## config.mk

```make
export PLATFORM = sky130hd
export DESIGN_NAME = fetch_unit
export DESIGN_NICKNAME = d
export VERILOG_FILES = /design/src/rtl/fetch_unit.sv
export SDC_FILE = /design/constraint.sdc
export NUM_CORES = 1
export LEC_CHECK = 0
export ABC_AREA = 1
export CAP_MARGIN = 20
export CORE_UTILIZATION = 40
export DETAILED_ROUTE_END_ITERATION = 16
export PLACE_DENSITY = 0.76
export RECOVER_POWER = 50
export SYNTH_ARGS = -nofsm -noshare
export SYNTH_HDL_FRONTEND = slang
export SYNTH_SLANG_ARGS = --single-unit
```

## constraint.sdc

```tcl
create_clock -name clk -period 3.67 [get_ports clk]
set_clock_uncertainty 0.05 [all_clocks]
set_input_delay 0.734 -clock clk [delete_from_list [all_inputs] [get_ports clk]]
set_output_delay 0.734 -clock clk [all_outputs]
set_load 0.05 [all_outputs]
```

## src/rtl/fetch_unit.sv

```systemverilog
`default_nettype none
// ============================================================================
// Module   : fetch_unit
// Brief    : Sequential instruction fetch with a 2-entry show-ahead prefetch
//            buffer, consumer back-pressure and branch redirect/flush.
// Revision : 1.0 - initial release
// ============================================================================
//
// Timing model:
//   The ROM registers its output on the falling edge for the address it sees
//   in that cycle. A word whose address is presented in cycle N is therefore
//   already on rom_data at the posedge that closes cycle N. The in-flight slot
//   is the fetch issued in the current cycle. Its tag is the current fetch_pc.
//   Its word lands in the FIFO at the closing edge. This gives the one-cycle
//   address-to-instr_valid latency.
//
//   A slot is only issued when the FIFO, after this cycle's pop, still has
//   room for the in-flight word. That keeps the buffer from ever overflowing.
// ============================================================================
module fetch_unit #(
    parameter int                    DATA_WIDTH = 16,
    parameter int                    ADDR_WIDTH = 8,
    parameter logic [ADDR_WIDTH-1:0] RESET_PC   = '0
) (
    input  logic                  clk,
    input  logic                  rst_n,
    output logic [ADDR_WIDTH-1:0] rom_addr,
    input  logic [DATA_WIDTH-1:0] rom_data,
    output logic [DATA_WIDTH-1:0] instr,
    output logic [ADDR_WIDTH-1:0] instr_pc,
    output logic                  instr_valid,
    input  logic                  instr_ready,
    input  logic                  redirect,
    input  logic [ADDR_WIDTH-1:0] redirect_pc
);

    localparam logic [1:0] DEPTH = 2'd2;

    // Fetch address register; drives the ROM directly.
    logic [ADDR_WIDTH-1:0] fetch_pc;

    // Prefetch FIFO storage and bookkeeping.
    logic [DATA_WIDTH-1:0] fifo_data [2];
    logic [ADDR_WIDTH-1:0] fifo_pc   [2];
    logic                  rd_ptr;
    logic                  wr_ptr;
    logic [1:0]            count;
    logic [1:0]            count_next;
    logic [1:0]            room_after_pop;

    // In-flight slot: the fetch issued this cycle and its address tag.
    logic                  inflight;
    logic [ADDR_WIDTH-1:0] tag;

    logic                  pop;
    logic                  push;

    assign rom_addr = fetch_pc;

    // Head of buffer, forced to zero while empty.
    always_comb begin
        instr_valid = (count != 2'd0);
        instr       = '0;
        instr_pc    = '0;
        if (instr_valid) begin
            instr    = fifo_data[rd_ptr];
            instr_pc = fifo_pc[rd_ptr];
        end
    end

    // Issue decision and FIFO occupancy update.
    always_comb begin
        pop            = instr_valid & instr_ready;
        room_after_pop = count - {1'b0, pop};
        inflight       = !redirect && (room_after_pop < DEPTH);
        tag            = fetch_pc;
        push           = inflight;
        count_next     = count + {1'b0, push} - {1'b0, pop};
        if (redirect) begin
            count_next = 2'd0;
        end
    end

    // Fetch PC: load on redirect, advance on every issued slot.
    always_ff @(posedge clk or negedge rst_n) begin
        if (!rst_n) begin
            fetch_pc <= RESET_PC;
        end else if (redirect) begin
            fetch_pc <= redirect_pc;
        end else if (inflight) begin
            fetch_pc <= fetch_pc + 1'b1;
        end
    end

    // FIFO pointers and occupancy; a redirect flushes everything.
    always_ff @(posedge clk or negedge rst_n) begin
        if (!rst_n) begin
            rd_ptr <= 1'b0;
            wr_ptr <= 1'b0;
            count  <= 2'd0;
        end else if (redirect) begin
            rd_ptr <= 1'b0;
            wr_ptr <= 1'b0;
            count  <= 2'd0;
        end else begin
            rd_ptr <= rd_ptr ^ pop;
            wr_ptr <= wr_ptr ^ push;
            count  <= count_next;
        end
    end

    // FIFO storage: capture the returning ROM word with its tag.
    always_ff @(posedge clk or negedge rst_n) begin
        if (!rst_n) begin
            fifo_data[0] <= '0;
            fifo_data[1] <= '0;
            fifo_pc[0]   <= '0;
            fifo_pc[1]   <= '0;
        end else if (push) begin
            fifo_data[wr_ptr] <= rom_data;
            fifo_pc[wr_ptr]   <= tag;
        end
    end

endmodule
`default_nettype wire
```

==> qor.csv, run 1 <==
stage,metric,value,unit
global_route,grt_max_degree,49,
clocking,clockBufferDepth,2,
worst_setup_path,timing.rr.start,count[0],
cells_and_area,antenna_cells,0,
synthesis,yosysMostFrequentCell,nand2_1,
global_route,grt_pass1_vias,2346,
clocking,clk_latency,0.34,ns
cells_and_area,drive_above_1_share,21.4,%
pwr,powerDensity,1040,mW/mm2
place,io_buffers,60,
clocking,cts_tree,done,
routing,drtPass1Iterations,4,
run_status,violations,"capacitance limit, slew limit",
worst_setup_path,end_kind,output port,
global_route,grt_pass1_wl,11200,um
sta,rsz0062_at_grt,no,
hold_path,min_path_type,register to register,
hold_path,hold_depth,1,
synthesis,synth_top_area_share,47.7,%
global_route,overflow,0,
cells_and_area,nNetsFinal,411,
clocking,numCtsBuffers,9,
clocking,cts.sinks,60,
clocking,postCtsHoldBufs,0,
sta,slew_headroom,-43.3,%
synthesis,syn-cell-area,0.00315,mm2
place,hpwlAfterDp,4410,um
die,initial_utilization,42.5,%
sta,fin_crit_sh,88.3,%
hold_path,hp-start,fifo_data[18],
synthesis,syn_nets,352,
sta,min_period,3.24,ns
job,maxCapViolCount,1,
clocking,clk_pin_slew,0.06,ns
pwr,leakage,0.00172,uW
worst_setup_path,worstPathRequired,2.89,ns
hold_path,worstHoldEndpoint,fifo_data[18],
synthesis,async_flop_share,100,%
place,place_congestion,0.755,
sta,setup_viol,0,
routing,viasPerCell,4.68,
die,std_cell_rows,31,
pwr,peakVddDrop,0.332,mV
sta,fmax,0.308,GHz
die,coreArea,0.00741,mm2
pwr,totalPowerFinal,4130,uW
synthesis,yosysTopAreaCell,dfrtp_1,
die,fp.dieW,90.7,um
worst_setup_path,worst-setup-path-type,register to output port,
routing,wl,6380,um
run_status,status,"finished, violations left",
clocking,h-tree-depth,3,
sta,worstMarginPinSlew,2.15,ns
synthesis,syn_area_per_cell,9.86,um2
synthesis,synth_enable_flop_cells,0,
synthesis,yosysSeqAreaShare,47.7,%
die,dieArea,0.00823,mm2
worst_setup_path,reg2reg_depth,6,
worst_setup_path,critPathMaxFanout,26,
clocking,root_buffer,clkbuf_8,
routing,ant_nets,0,
die,die_h,90.7,um
global_route,grtUsageTotal,17.3,%
synthesis,synthFlopType,dfrtp_1,
routing,wire_per_inst,13.2,um
worst_setup_path,reg2reg_to,fifo_data[25],
synthesis,synth.area.top_cells,"dfrtp_1 48%, nand2_1 7.3%, mux2_4 6.7%",
routing,drt_iter0_markers,80,
clocking,cts.repair.resized,0,
worst_setup_path,r2r_slack,0.99,ns
synthesis,ys_ff_latch,60,
routing,vias,2258,
synthesis,postSynthCellCount,319,
clocking,post-cts-setup-buffers,0,
cells_and_area,synthToLayoutAreaGrowth,25.9,%
sta,fin_setup_tns,0,ns
worst_setup_path,worstSetupStartpointType,register,
synthesis,synth_cell_types,29,
routing,remaining_drc_errors,0,
synthesis,synth_common_cells,"61 x nand2_1, 60 x dfrtp_1, 37 x inv_1",
sta,hold_violations,0,
synthesis,yosysWarnings,0,
global_route,antenna_found_initial,0,
sta,drv_slew,41,
die,io_pins,61,
worst_setup_path,worstPathArrival,2.46,ns
[layout by cell type, fill, tap and decap left out, types with 3 or more instances in the layout]
cell             netlist  final
bufinv_16              0      3
mux2_1                 0      3
nand3_1                8      8
nor2_1                11     12
inv_1                 37     37
clkbuf_8               0      9
nand4_1                5      5
a21oi_2               19     19
o21ai_2               19     19
mux2_2                 7      7
ha_1                   5      5
mux2_4                14     11
a21oi_1                8      9
o21ai_0               25     25
clkbuf_1               2      5
dfrtp_1               60     59
o21ai_1                6      6
clkdlybuf4s50_1        0     58
nand2_1               61     62
[layout make-up]
class / instances / area [um2]
fillers: 682 / 3450
clock buffers: 11 / 131
flip-flops and latches: 60 / 1500
multi-input cells: 201 / 1310
repair buffers: 66 / 639
clock inverters: 5 / 100
inverters: 40 / 155
well taps: 99 / 124
[kinds of logic (layout without fill, tap and decap cells)]
group	after synthesis	in the layout	synth area share (%)
simple gates	91	91	12.6
compound gates	80	80	17.8
flops	60	60	47.7
buf+inv	58	122	9.66
mux	21	21	9.18
fa+ha+maj	5	5	1.99
xor+xnor	4	4	1.11
[metrics by stage]
step | instance area (um2) | hold slack, ns | worst slack, ns | cells | util [%]
6_report | 3960 | 0.454 | 0.428 | 482 | 53.5
5_1_grt | 3960 | 0.488 | 0.276 | 482 | 53.5
4_1_cts | 4010 | 0.474 | 0.393 | 482 | 54.1
3_5_place_dp | 3780 | 0.458 | 0.764 | 466 | 51.0
3_3_place_gp | 3780 | 0.447 | 0.815 | 466 | 51.0
2_1_floorplan | 3150 | 0.388 | 1.46 | 319 | -
[how the worst max path moves through the flow]
stage	slack [ns]	from	to	cells past startpoint
CTS	0.39	rd_ptr	instr[2]	4
global placement	0.81	rd_ptr	instr[2]	4
finish	0.43	rd_ptr	instr[2]	4
detailed placement	0.76	rd_ptr	instr[2]	4
global route	0.28	rd_ptr	instr[2]	4
floorplan	1.46	rd_ptr	instr[0]	3
[metal layers]
| layer | track usage, % | wire length, um |
|---|---|---|
| met1 | 21.6 | 2900 |
| met4 | 8.47 | 122 |
| met3 | 3.28 | 227 |
| met2 | 28.7 | 3130 |
| met5 | 0 | 0 |
[registers in the layout, indices dropped and copies added, names as in the netlist]
register   count
count          2
fifo_data     32
fifo_pc       16
rd_ptr         1
rom_addr       8
wr_ptr         1
[where the power goes]
part | switching (uW) | internal, uW | total, uW
sequential | 244 | 956 | 1200
combinational | 1420 | 804 | 2230
clock | 248 | 449 | 697
total | 1920 | 2210 | 4130
[critical path, cell delays in order (launching register included)]
cell and delay, ns:
dfrtp_2 0.79, buf_12 0.28, o21ai_1 0.09, a21oi_1 0.14, clkdlybuf4s50_1 0.82
Power figures use the tool's default switching activity.
==> run 2: changes to the inputs <==
--- a/config.mk
+++ b/config.mk
@@ -9,6 +9,7 @@
 export CAP_MARGIN = 20
 export CORE_UTILIZATION = 40
 export DETAILED_ROUTE_END_ITERATION = 16
+export GPL_ROUTABILITY_DRIVEN = 0
 export PLACE_DENSITY = 0.76
 export RECOVER_POWER = 50
 export SYNTH_ARGS = -nofsm -noshare
==> results of run 2 <==
Final layout, timing and power as in run 1 (identical DEF).
==> run 3: changes to the inputs <==
--- a/config.mk
+++ b/config.mk
@@ -6,11 +6,12 @@
 export NUM_CORES = 1
 export LEC_CHECK = 0
 export ABC_AREA = 1
-export CAP_MARGIN = 20
+export CAP_MARGIN = 10
 export CORE_UTILIZATION = 40
 export DETAILED_ROUTE_END_ITERATION = 16
+export DONT_BUFFER_PORTS = 1
 export GPL_ROUTABILITY_DRIVEN = 0
-export PLACE_DENSITY = 0.76
+export PLACE_DENSITY = 0.66
 export RECOVER_POWER = 50
 export SYNTH_ARGS = -nofsm -noshare
 export SYNTH_HDL_FRONTEND = slang
==> constraint.sdc (replaced) <==
create_clock -name clk -period 3.67 [get_ports clk]
set_clock_uncertainty 0.05 [all_clocks]
set_input_delay 0.734 -clock clk [delete_from_list [all_inputs] [get_ports clk]]
set_output_delay 0.734 -clock clk [all_outputs]
set_load 0.01 [all_outputs]
==> run 3 against run 2 <==
The run now ends clean. Register-to-register slack improved by 0.26 ns. Clock power about the same. Routed wire length is 5.1% lower. Utilization shrank 8.0 points. Largest cell class unchanged. Via count is 7.9% lower. Cell count decreased by 13%. Sequential cell count is the same. First-iteration DRC count is 13% higher. Worst hold slack worse by 0.42 ns.
==> qor.csv, run 3 (same netlist as run 1, synthesis figures left out) <==
stage,metric,value,unit
global_route,overflow,0,
routing,wire_per_inst,14.4,um
cells_and_area,nNetsFinal,348,
cells_and_area,synthToLayoutAreaGrowth,7.04,%
pwr,powerDensity,907,mW/mm2
routing,vias,2080,
pwr,peakVddDrop,0.575,mV
cells_and_area,antenna_cells,0,
pwr,totalPowerFinal,3060,uW
routing,ant_nets,0,
die,die_h,90.7,um
clocking,clk_pin_slew,0.07,ns
routing,viasPerCell,4.96,
cells_and_area,largest-register,fifo_data,
die,dieArea,0.00823,mm2
global_route,grt_pass1_wl,10400,um
global_route,grt_pass1_vias,2005,
worst_setup_path,worstPathRequired,2.89,ns
global_route,antenna_found_initial,0,
sta,slew_headroom,26.4,%
routing,remaining_drc_errors,0,
worst_setup_path,worstSetupStartpointType,register,
clocking,cts_tree,done,
cells_and_area,drive_above_1_share,25.9,%
clocking,cts.sinks,60,
die,std_cell_rows,31,
worst_setup_path,worst-setup-path-type,register to output port,
run_status,status,"complete, no violations",
clocking,clk_latency,0.33,ns
pwr,leakage,0.00151,uW
clocking,root_buffer,clkbuf_8,
job,maxCapViolCount,0,
place,io_buffers,0,
die,fp.dieW,90.7,um
global_route,grtUsageTotal,16.3,%
sta,min_period,2.83,ns
sta,rsz0062_at_grt,no,
cells_and_area,final_common_cell,nand2_1,
clocking,postCtsHoldBufs,0,
place,hpwlAfterDp,3980,um
cells_and_area,largest_register_ffs,32,
sta,setup_viol,0,
sta,fin_setup_tns,0,ns
sta,hold_violations,0,
clocking,post-cts-setup-buffers,0,
worst_setup_path,critPathMaxFanout,28,
clocking,numCtsBuffers,9,
routing,drtPass1Iterations,4,
sta,fin_crit_sh,77.0,%
routing,drt_iter0_markers,90,
clocking,cts.repair.resized,0,
die,initial_utilization,42.5,%
worst_setup_path,worstPathArrival,2.04,ns
hold_path,min_path_type,input pin to async pin,
worst_setup_path,end_kind,output port,
die,coreArea,0.00741,mm2
cells_and_area,final_cell_mix,"62 x nand2_1, 60 x dfrtp_1, 38 x inv_1, 26 x o21ai_0",
global_route,grt_max_degree,61,
clocking,h-tree-depth,3,
die,io_pins,61,
clocking,clockBufferDepth,2,
sta,fmax,0.354,GHz
routing,wl,6050,um
sta,drv_slew,0,
sta,worstMarginPinSlew,1.10,ns
-- run 3: layout make-up --
type / count / area [um2]
sequential: 60 / 1500
multi-input combinational: 201 / 1320
clock buffer: 12 / 165
inverter: 40 / 155
tap: 99 / 124
fill: 709 / 4040
timing repair buffer: 3 / 35.0
clock inverter: 4 / 70.1
-- run 3: critical path, cell delays in order (launching register included) --
cell	delay [ns]
dfrtp_1	1.07
buf_12	0.31
o21ai_2	0.10
a21oi_2	0.20
-- run 3: final timing paths --
kind | from | end | slack, ns | cells past startpoint
setup / recovery | rd_ptr | instr[10] | 0.84 | 3
hold / removal | rst_n | fifo_data[2] | 0.03 | 0
setup reg to reg | count[0] | fifo_data[29] | 1.25 | 6
hold reg to reg | fifo_data[16] | fifo_data[16] | 0.47 | 1
max in group asynchronous | rst_n | fifo_data[30] | 3.43 | 0
min in group clk | redirect | wr_ptr | 0.40 | 1
-- run 3: metrics by stage --
| step | utilization, % | instance area (um2) | hold WS, ns | instances | setup WS (ns) |
|---|---|---|---|---|---|
| 6_report | 45.5 | 3370 | 0.0331 | 419 | 0.845 |
| 5_1_grt | 45.5 | 3370 | 0.00887 | 419 | 0.740 |
| 4_1_cts | 45.8 | 3390 | 0.0157 | 419 | 1.16 |
| 3_5_place_dp | 42.6 | 3160 | 0.390 | 403 | 1.45 |
| 3_3_place_gp | 42.6 | 3160 | 0.390 | 403 | 1.47 |
| 2_1_floorplan | - | 3150 | 0.388 | 319 | 1.70 |
-- run 3: per-layer routing --
metal  global-route usage, %  wire length (um)  up-vias
met2                    25.3              2860       50
li1                        -                 -     1033
met5                       0                 0        -
met4                    5.24                82        0
met1                    20.6              2730      987
met3                    6.57               378       10
-- run 3: power breakdown --
part / internal [uW] / total [uW] / switching [uW]
sequential: 955 / 1200 / 247
clock: 436 / 694 / 259
combinational: 460 / 1160 / 700
total: 1850 / 3060 / 1210
